<file path="src/rtl/weight_update_accumulator.sv">
// weight_update_accumulator
// Counts positive/negative stochastic gradient bitstreams over a 2^W sample
// window, scales the net count into a sign-magnitude delta, adds it to the
// fed-back weight with saturation and issues one TRIG pulse to load the
// downstream latched weight register.
//
// Ports
//   CLK           : clock, rising edge
//   INIT          : asynchronous active-high reset
//   EN            : enable for START acceptance and window sampling
//   START         : request an update window (sampled in IDLE only)
//   GRAD_POS      : positive-gradient bitstream
//   GRAD_NEG      : negative-gradient bitstream
//   WEIGHT        : current weight magnitude (N bits)
//   SIGN_WEIGHT   : current weight sign, 1 = negative
//   MODIFIER      : new weight magnitude, registered
//   SIGN_MODIFIER : new weight sign, registered
//   TRIG          : registered one-cycle load strobe
//   BUSY          : high whenever the FSM is not idle, registered
module weight_update_accumulator #(
   parameter int unsigned N     = 8,
   parameter int unsigned W     = 8,
   parameter int unsigned SHIFT = 2
) (
   input  logic         CLK,
   input  logic         INIT,
   input  logic         EN,
   input  logic         START,
   input  logic         GRAD_POS,
   input  logic         GRAD_NEG,
   input  logic [N-1:0] WEIGHT,
   input  logic         SIGN_WEIGHT,
   output logic [N-1:0] MODIFIER,
   output logic         SIGN_MODIFIER,
   output logic         TRIG,
   output logic         BUSY
);

   localparam int unsigned AW = W + 2;                       // signed accumulator
   localparam int unsigned MW = W + 1;                       // |acc| magnitude
   localparam int unsigned DW = ((MW > N) ? MW : N) + 1;     // clamp compare width
   localparam int unsigned SW = N + 1;                       // sum with carry
   localparam logic [N-1:0] MAX_MAG = {N{1'b1}};

   typedef enum logic [2:0] {
      IDLE,
      ACCUM,
      SCALE,
      COMPUTE,
      SETUP,
      PULSE
   } state_t;

   state_t         state, state_n;
   logic [W-1:0]   cnt, cnt_n;
   logic [AW-1:0]  acc, acc_n;
   logic [N-1:0]   dmag, dmag_n;
   logic           dsign, dsign_n;
   logic [N-1:0]   mod_n;
   logic           smod_n;
   logic           trig_n;
   logic           busy_n;

   logic [MW-1:0]  acc_abs;
   logic [MW-1:0]  acc_shr;
   logic [N-1:0]   dmag_clamped;
   logic [SW-1:0]  sum;
   logic [N-1:0]   new_mag;
   logic           new_sign;

   // Delta magnitude: |acc| scaled by the learning-rate shift, clamped to N bits
   always_comb begin
      acc_abs = acc[AW-1] ? MW'(-acc) : MW'(acc);
      acc_shr = acc_abs >> SHIFT;
      if (DW'(acc_shr) > DW'(MAX_MAG)) begin
         dmag_clamped = MAX_MAG;
      end else begin
         dmag_clamped = N'(acc_shr);
      end
   end

   // Sign-magnitude add of the registered delta to the fed-back weight
   always_comb begin
      sum      = SW'(WEIGHT) + SW'(dmag);
      new_mag  = '0;
      new_sign = 1'b0;
      if (SIGN_WEIGHT == dsign) begin
         new_mag  = sum[N] ? MAX_MAG : sum[N-1:0];
         new_sign = SIGN_WEIGHT && (new_mag != '0);
      end else if (dmag > WEIGHT) begin
         new_mag  = dmag - WEIGHT;
         new_sign = dsign;
      end else begin
         new_mag  = WEIGHT - dmag;
         new_sign = SIGN_WEIGHT && (new_mag != '0);
      end
   end

   // Next-state and next-register values
   always_comb begin
      state_n = state;
      cnt_n   = cnt;
      acc_n   = acc;
      dmag_n  = dmag;
      dsign_n = dsign;
      mod_n   = MODIFIER;
      smod_n  = SIGN_MODIFIER;
      trig_n  = 1'b0;
      case (state)
         IDLE: begin
            if (START && EN) begin
               cnt_n   = '0;
               acc_n   = '0;
               state_n = ACCUM;
            end
         end
         ACCUM: begin
            if (EN) begin
               if (GRAD_POS && !GRAD_NEG) begin
                  acc_n = acc + AW'(1);
               end else if (GRAD_NEG && !GRAD_POS) begin
                  acc_n = acc - AW'(1);
               end
               cnt_n = cnt + W'(1);
               // last sample of the window: counter is about to wrap
               if (cnt == {W{1'b1}}) begin
                  state_n = SCALE;
               end
            end
         end
         SCALE: begin
            dmag_n  = dmag_clamped;
            dsign_n = acc[AW-1] && (dmag_clamped != '0);
            state_n = COMPUTE;
         end
         COMPUTE: begin
            mod_n   = new_mag;
            smod_n  = new_sign;
            state_n = SETUP;
         end
         SETUP: begin
            trig_n  = 1'b1;
            state_n = PULSE;
         end
         PULSE: begin
            trig_n  = 1'b0;
            state_n = IDLE;
         end
         default: begin
            state_n = IDLE;
         end
      endcase
      busy_n = (state_n != IDLE);
   end

   // State register
   always_ff @(posedge CLK or posedge INIT) begin
      if (INIT) begin
         state <= IDLE;
      end else begin
         state <= state_n;
      end
   end

   // Datapath and output registers
   always_ff @(posedge CLK or posedge INIT) begin
      if (INIT) begin
         cnt           <= '0;
         acc           <= '0;
         dmag          <= '0;
         dsign         <= 1'b0;
         MODIFIER      <= '0;
         SIGN_MODIFIER <= 1'b0;
         TRIG          <= 1'b0;
         BUSY          <= 1'b0;
      end else begin
         cnt           <= cnt_n;
         acc           <= acc_n;
         dmag          <= dmag_n;
         dsign         <= dsign_n;
         MODIFIER      <= mod_n;
         SIGN_MODIFIER <= smod_n;
         TRIG          <= trig_n;
         BUSY          <= busy_n;
      end
   end

endmodule
</file>
<file path="config.mk">
export PLATFORM = sky130hd
export DESIGN_NAME = weight_update_accumulator
export DESIGN_NICKNAME = d
export VERILOG_FILES = /design/src/rtl/weight_update_accumulator.sv
export SDC_FILE = /design/constraint.sdc
export NUM_CORES = 1
export LEC_CHECK = 0
export ABC_AREA = 1
export ABC_CLOCK_PERIOD_IN_PS = 2050
export CORE_MARGIN = 5
export CORE_UTILIZATION = 54
export CTS_CLUSTER_SIZE = 28
export DETAILED_ROUTE_END_ITERATION = 16
export HOLD_SLACK_MARGIN = 0.15
export PLACE_DENSITY = 0.88
export SYNTH_ARGS = -nofsm -noshare
export SYNTH_HDL_FRONTEND = slang
export SYNTH_SLANG_ARGS = --single-unit
</file>
<file path="constraint.sdc">
create_clock -name CLK -period 2.05 [get_ports CLK]
set_input_delay 0.41 -clock CLK [delete_from_list [all_inputs] [get_ports CLK]]
set_output_delay 0.41 -clock CLK [all_outputs]
set_load 0.03 [all_outputs]
</file>
==> results.sh, run 1 <==
export IMPL_grt_max_degree=41
export IMPL_synth_cell_types=37
export IMPL_clk_root_buffer_cell="clkbuf_8"
export IMPL_start_util=0.551
export IMPL_cp_max_fo=4
export IMPL_grt_remaining_overflow=0
export IMPL_finalSetupViolCount=9
export IMPL_grt_first_pass_wirelength_um=19400
export IMPL_worstHoldStart="SIGN_MODIFIER"
export IMPL_io_pins=26
export IMPL_grt_antenna_before_repair=0
export IMPL_netlist_area_um2=3460
export IMPL_rsz0062_at_grt="true"
export IMPL_ys_async_sr_fraction=1.00
export IMPL_crit_path_start_kind="input port"
export IMPL_min_period_ns=2.28
export IMPL_floorplan_rows=29
export IMPL_power_mw=4.29
export IMPL_critical_path_required_ns=2.27
export IMPL_worst_setup_path_type="input port to flip-flop"
export IMPL_crit_family="simple AND/OR/NAND/NOR gates"
export IMPL_via_per_inst=5.87
export IMPL_vias=4077
export IMPL_cts_buffer_depth=2
export IMPL_p_leak_nw=2.53
export IMPL_r2r_slack_ns=-0.19
export IMPL_r2r_cells=13
export IMPL_violations="negative setup slack"
export IMPL_coreArea_um2=6280
export IMPL_maxCapViolCount=0
export IMPL_numPortBuffers=25
export IMPL_netlist_top_cell_by_area="dfrtp_1"
export IMPL_final_nets=667
export IMPL_crit_buf_inv=4
export IMPL_grt_pass1_vias=4026
export IMPL_synth_seq_cells=40
export IMPL_synth_top_area_frac=0.290
export IMPL_ant_nets=0
export IMPL_max_slew_margin=0.629
export IMPL_postCtsHoldBufs=0
export IMPL_wl_per_cell_um=18.0
export IMPL_hp_class="flip-flop to flip-flop"
export IMPL_final_core_util=0.807
export IMPL_drc_errors=0
export IMPL_tightestPinTransition_ns=0.552
export IMPL_p_per_area_nw_per_um2=847
export IMPL_synth_edf_count=0
export IMPL_status="finished, violations left"
export IMPL_max_stage_delay_ns=0.40
export IMPL_arrival_ns=2.50
export IMPL_cts_tree="built"
export IMPL_yosysMostFrequentCell="nand2_1"
export IMPL_synthCells=486
export IMPL_drive_above_1_share=0.311
export IMPL_fin_skew_ns=0.0154
export IMPL_fillCellCount=368
export IMPL_timing_hold_ws_ns=0.497
export IMPL_hold_viol=0
export IMPL_min_to="SIGN_MODIFIER"
export IMPL_path_cells="dlygate4sd2_1, inv_1, ha_1, inv_1, buf_4, nand4_1, nand4_1, nand3_2, nor2_2, nand3_1, nand2_1, nand2_1, nand2_1, nand2_1"
export IMPL_diodes=0
export IMPL_ys_warn_count=0
export IMPL_die_x_um=90.0
export IMPL_critPathSlowestCell="dlygate4sd2_1"
export IMPL_path_clk_slew_ns=0.09
export IMPL_path_common_cell="nand2_1"
export IMPL_first_iter_violations=346
export IMPL_r2r_start="dmag[0]"
export IMPL_netlist_top_cells_area="dfrtp_1, nand2_1, ha_1"
export IMPL_fp_dieH_um=90.0
export IMPL_clk_latency_ns=0.32
export IMPL_clock_sinks=40
export IMPL_end_kind="flip-flop"
export IMPL_area_growth_syn_to_layout_pct=46.5
export IMPL_fmax_ghz=0.439
export IMPL_synth_commonest_cells="nand2_1, inv_1, nor2_1"
export IMPL_ys_seq_area_frac=0.290
export IMPL_r2r_end="SIGN_MODIFIER"
export IMPL_htreeDepth=2
export IMPL_numCtsBuffers=5
export IMPL_syn_nets=537
export IMPL_syn_area_per_cell_um2=7.11
export IMPL_tns_ns=-1.02
export IMPL_routed_wl_um=12500
export IMPL_hpwl_um=7460
export IMPL_fin_crit_sh=1.11
export IMPL_routabilityCongestion=0.998
export IMPL_dr_pass1_iters=6
export IMPL_hold_path_depth=2
export IMPL_peakVddDrop_v=0.00100
export IMPL_grt_usage=0.289
export IMPL_timing_final_ws_setup_ns=-0.228
export IMPL_dominantRegCellSynth="dfrtp_1"
export IMPL_slew_violations=0
export IMPL_die_area_um2=8100
==> registers in the layout, indices dropped and copies added, names as in the netlist <==
register       cells
BUSY               1
MODIFIER           8
SIGN_MODIFIER      1
TRIG               1
acc               10
cnt                8
dmag               7
dsign              1
state              3
==> metal layers <==
layer	up-vias	GRT usage	routed length [um]
met5	-	0	0
met4	0	0.150	975
met3	113	0.0509	824
met2	258	0.528	6280
met1	1870	0.316	4400
li1	1836	-	-
==> metrics by stage <==
stage	std cells	area, um2	setup WS, ns
2_1_floorplan	486	3460	0.0139
3_3_place_gp	668	4420	-0.608
3_5_place_dp	668	4420	-0.702
4_1_cts	687	4900	-0.0479
5_1_grt	694	5060	-0.299
6_report	694	5060	-0.228
==> placed cells by master, fill, tap and decap left out, types with 8 or more instances in the layout <==
cell type        Yosys  layout
nand3_1             34      30
inv_2                3       8
inv_1               73      66
a21oi_1             43      38
ha_1                32      15
nor2_1              47      42
dfrtp_1             40      39
nand2_1            107      99
nand4_1              8       8
xor2_1              16      16
o21ai_1              3      11
clkdlybuf4s50_1      0      18
ha_4                 0      16
nand2_2              3       9
buf_4                0      98
o21ai_0             30      17
==> layout make-up <==
class | instances | area, um2 | area share
multi-input cells | 363 | 2480 | 0.490
clock inverters | 3 | 46.3 | 0.00914
well taps | 77 | 96.3 | 0.0190
inverters | 76 | 295 | 0.0583
clock buffers | 5 | 68.8 | 0.0136
repair buffers | 130 | 1070 | 0.212
flip-flops and latches | 40 | 1000 | 0.198
==> power by group <==
part	internal (mW)	total (mW)	switching [mW]	leakage, nW
sequential	0.965	1.19	0.227	0.480
combinational	1.12	2.41	1.29	1.99
clock	0.367	0.691	0.324	0.0548
==> worst max-delay path by stage <==
stage,slack (ns),end,start,depth (start not counted)
6_report,-0.23,SIGN_MODIFIER,WEIGHT[1],14
5_1_grt,-0.30,SIGN_MODIFIER,WEIGHT[1],15
4_1_cts,-0.05,SIGN_MODIFIER,dmag[0],13
3_5_place_dp,-0.70,MODIFIER[7],WEIGHT[0],10
3_3_place_gp,-0.61,MODIFIER[7],WEIGHT[0],10
2_1_floorplan,0.01,SIGN_MODIFIER,WEIGHT[0],12
==> cell families after synthesis <==
group,share of synthesized area
compound gates,0.156
xor+xnor,0.0507
fa+ha+maj,0.139
buf+inv,0.0959
flops,0.290
simple gates,0.269
==> worst reg2reg max path, stage by stage, from the launching register on <==
cell and delay, ns:
dfrtp_1 0.43, buf_6 0.14, ha_4 0.16, fa_2 0.35
nand3_2 0.11, nand2_4 0.07, a21oi_4 0.26, nand3_2 0.14
nor2_2 0.17, nand3_1 0.10, nand2_1 0.08, nand2_1 0.05
nand2_1 0.05, nand2_1 0.05
==> repair_timing <==
action	CTS	global route
pin swaps	27	24
hold endpoints to repair	0	0
gates resized for setup	74	28
buffers inserted	11	7
endpoints found under the setup margin	15	15
Note: power is estimated with default switching activity, not from simulation.
==> inputs of run 2 (changes only) <==
--- a/config.mk
+++ b/config.mk
@@ -12,7 +12,8 @@
 export CTS_CLUSTER_SIZE = 28
 export DETAILED_ROUTE_END_ITERATION = 16
 export HOLD_SLACK_MARGIN = 0.15
-export PLACE_DENSITY = 0.88
+export PLACE_DENSITY = 0.82
+export SETUP_SLACK_MARGIN = 0.15
 export SYNTH_ARGS = -nofsm -noshare
 export SYNTH_HDL_FRONTEND = slang
 export SYNTH_SLANG_ARGS = --single-unit
==> run 2 against run 1 <==
Compared with the run above:
- first-iteration DRC count down 44%
- clock power up 3%
- die area unchanged
- global-route usage down 3.9 points
- clock-buffer cell count unchanged
- clock skew down 0.0025 ns
- highest routed layer unchanged
- critical endpoint is now MODIFIER[3]
- worst hold slack worse by 0.0021 ns
- the run still ends with negative setup slack left
- sequential power about the same
- setup slack better by 0.17 ns
- cell area down 2.8%
- sequential share of layout area up 0.54 points
- critical path depth down 4
==> results.sh, run 2 (synthesis gave the netlist of run 1 again) <==
export IMPL_hpwl_um=7430
export IMPL_crit_path_start_kind="flip-flop"
export IMPL_timing_final_ws_setup_ns=-0.0529
export IMPL_crit_buf_inv=3
export IMPL_vias=3765
export IMPL_maxCapViolCount=0
export IMPL_drive_above_1_share=0.304
export IMPL_crit_family="compound AO/OA/AOI/OAI gates"
export IMPL_grt_pass1_vias=3822
export IMPL_hold_viol=0
export IMPL_finalSetupViolCount=4
export IMPL_peakVddDrop_v=0.000843
export IMPL_hp_class="flip-flop to flip-flop"
export IMPL_die_x_um=90.0
export IMPL_dp_cells=662
export IMPL_htreeDepth=2
export IMPL_p_leak_nw=2.46
export IMPL_min_period_ns=2.10
export IMPL_r2r_slack_ns=-0.05
export IMPL_fin_skew_ns=0.0129
export IMPL_max_stage_delay_ns=0.37
export IMPL_cts_tree="built"
export IMPL_drc_errors=0
export IMPL_worst_setup_path_type="flip-flop to flip-flop"
export IMPL_rsz0062_at_grt="true"
export IMPL_path_clk_slew_ns=0.10
export IMPL_fp_dieH_um=90.0
export IMPL_top_usage_layer="met2"
export IMPL_wl_per_cell_um=15.2
export IMPL_clock_sinks=40
export IMPL_first_iter_violations=193
export IMPL_r2r_start="dmag[0]"
export IMPL_groute_layer_met1_usage=0.271
export IMPL_area_growth_syn_to_layout_pct=42.4
export IMPL_routabilityCongestion=0.970
export IMPL_layout_common_cells="nand2_1, buf_4, inv_1"
export IMPL_grt_util_met2=0.460
export IMPL_postCtsHoldBufs=0
export IMPL_grt_remaining_overflow=0
export IMPL_grt_use_met3=0.0342
export IMPL_final_nets=652
export IMPL_via_per_inst=5.54
export IMPL_numCtsBuffers=5
export IMPL_cp_max_fo=6
export IMPL_timing_hold_ws_ns=0.495
export IMPL_routed_wl_um=10300
export IMPL_critPathSlowestCell="dfrtp_1"
export IMPL_arrival_ns=2.30
export IMPL_layout_commonest_cell="nand2_1"
export IMPL_reg_top3="acc x10, MODIFIER x8, cnt x8"
export IMPL_fmax_ghz=0.476
export IMPL_violations="negative setup slack"
export IMPL_clk_root_buffer_cell="clkbuf_8"
export IMPL_slew_violations=0
export IMPL_layout_cells_non_filler=679
export IMPL_start_util=0.551
export IMPL_cts_buffer_depth=2
export IMPL_diodes=0
export IMPL_grt_first_pass_wirelength_um=17000
export IMPL_top_register="acc"
export IMPL_numPortBuffers=25
export IMPL_tightestPinTransition_ns=0.511
export IMPL_floorplan_rows=29
export IMPL_ant_nets=0
export IMPL_p_per_area_nw_per_um2=812
export IMPL_critical_path_required_ns=2.25
export IMPL_path_cells="inv_1, ha_2, fa_2, o21a_1, o21ai_2, nand2_2, buf_6, buf_4, o211ai_1, a21oi_1"
export IMPL_max_slew_margin=0.660
export IMPL_grt_max_degree=41
export IMPL_dr_pass1_iters=6
export IMPL_die_area_um2=8100
export IMPL_fillCellCount=426
export IMPL_fin_crit_sh=1.03
export IMPL_grt_antenna_before_repair=0
export IMPL_largest_reg_flops=10
export IMPL_clk_latency_ns=0.32
export IMPL_io_pins=26
export IMPL_worstHoldStart="MODIFIER[1]"
export IMPL_regArea_um2=1000
export IMPL_startpoint="dmag[0]"
export IMPL_end_kind="flip-flop"
export IMPL_grt_usage=0.250
export IMPL_coreArea_um2=6280
export IMPL_status="finished, violations left"
export IMPL_multi_input_area_um2=2470
[run 2: what timing repair did]
action / CTS / global route
hold endpoints to repair: 0 / 0
setup endpoints to repair: 16 / 15
gates cloned: 0 / 1
setup buffers: 7 / 1
resized for setup: 61 / 28
pin swaps: 18 / 29
[run 2: power breakdown]
| part | switching (mW) | internal (mW) |
|---|---|---|
| registers | 0.191 | 0.965 |
| clock network | 0.343 | 0.368 |
| logic | 1.14 | 0.989 |
| total | 1.68 | 2.32 |
[run 2: final timing paths]
path,end,cells after the start
worst max-delay path,MODIFIER[3],10
worst min-delay path,MODIFIER[1],2
worst max register to register,MODIFIER[3],10
worst min register to register,MODIFIER[1],2
max in group asynchronous,acc[3],3
min in group asynchronous,dsign,3
[run 2: tightest hold or removal path, stage by stage, from the launching register on]
cell	delay, ns
dfrtp_1	0.36
nand2_1	0.05
nand2_1	0.06
[run 2: final cells by class]
| class | count | share of cell area |
|---|---|---|
| inverter | 76 | 0.0595 |
| sequential | 40 | 0.203 |
| clock buffer | 5 | 0.0140 |
| timing repair buffer | 115 | 0.192 |
| tap | 77 | 0.0196 |
| multi-input combinational | 363 | 0.502 |
| clock inverter | 3 | 0.00941 |
[run 2: per-layer routing]
metal,vias to the layer above,part of all wire
met2,145,0.52
met1,1762,0.39
met4,0,0.051
li1,1807,-
met3,51,0.044
met5,-,0
[run 2: per-stage QoR]
| stage | total power [mW] | util | TNS [ns] | setup WS, ns | cell area (um2) |
|---|---|---|---|---|---|
| floorplan | 2.37 | - | 0 | 0.142 | 3530 |
| global placement | 2.89 | 0.707 | -6.58 | -0.615 | 4440 |
| detailed placement | 3.00 | 0.707 | -7.44 | -0.648 | 4440 |
| CTS | 3.86 | 0.771 | -0.237 | -0.0755 | 4840 |
| global route | 4.31 | 0.784 | -0.733 | -0.158 | 4920 |
| finish | 4.00 | 0.784 | -0.106 | -0.0529 | 4920 |
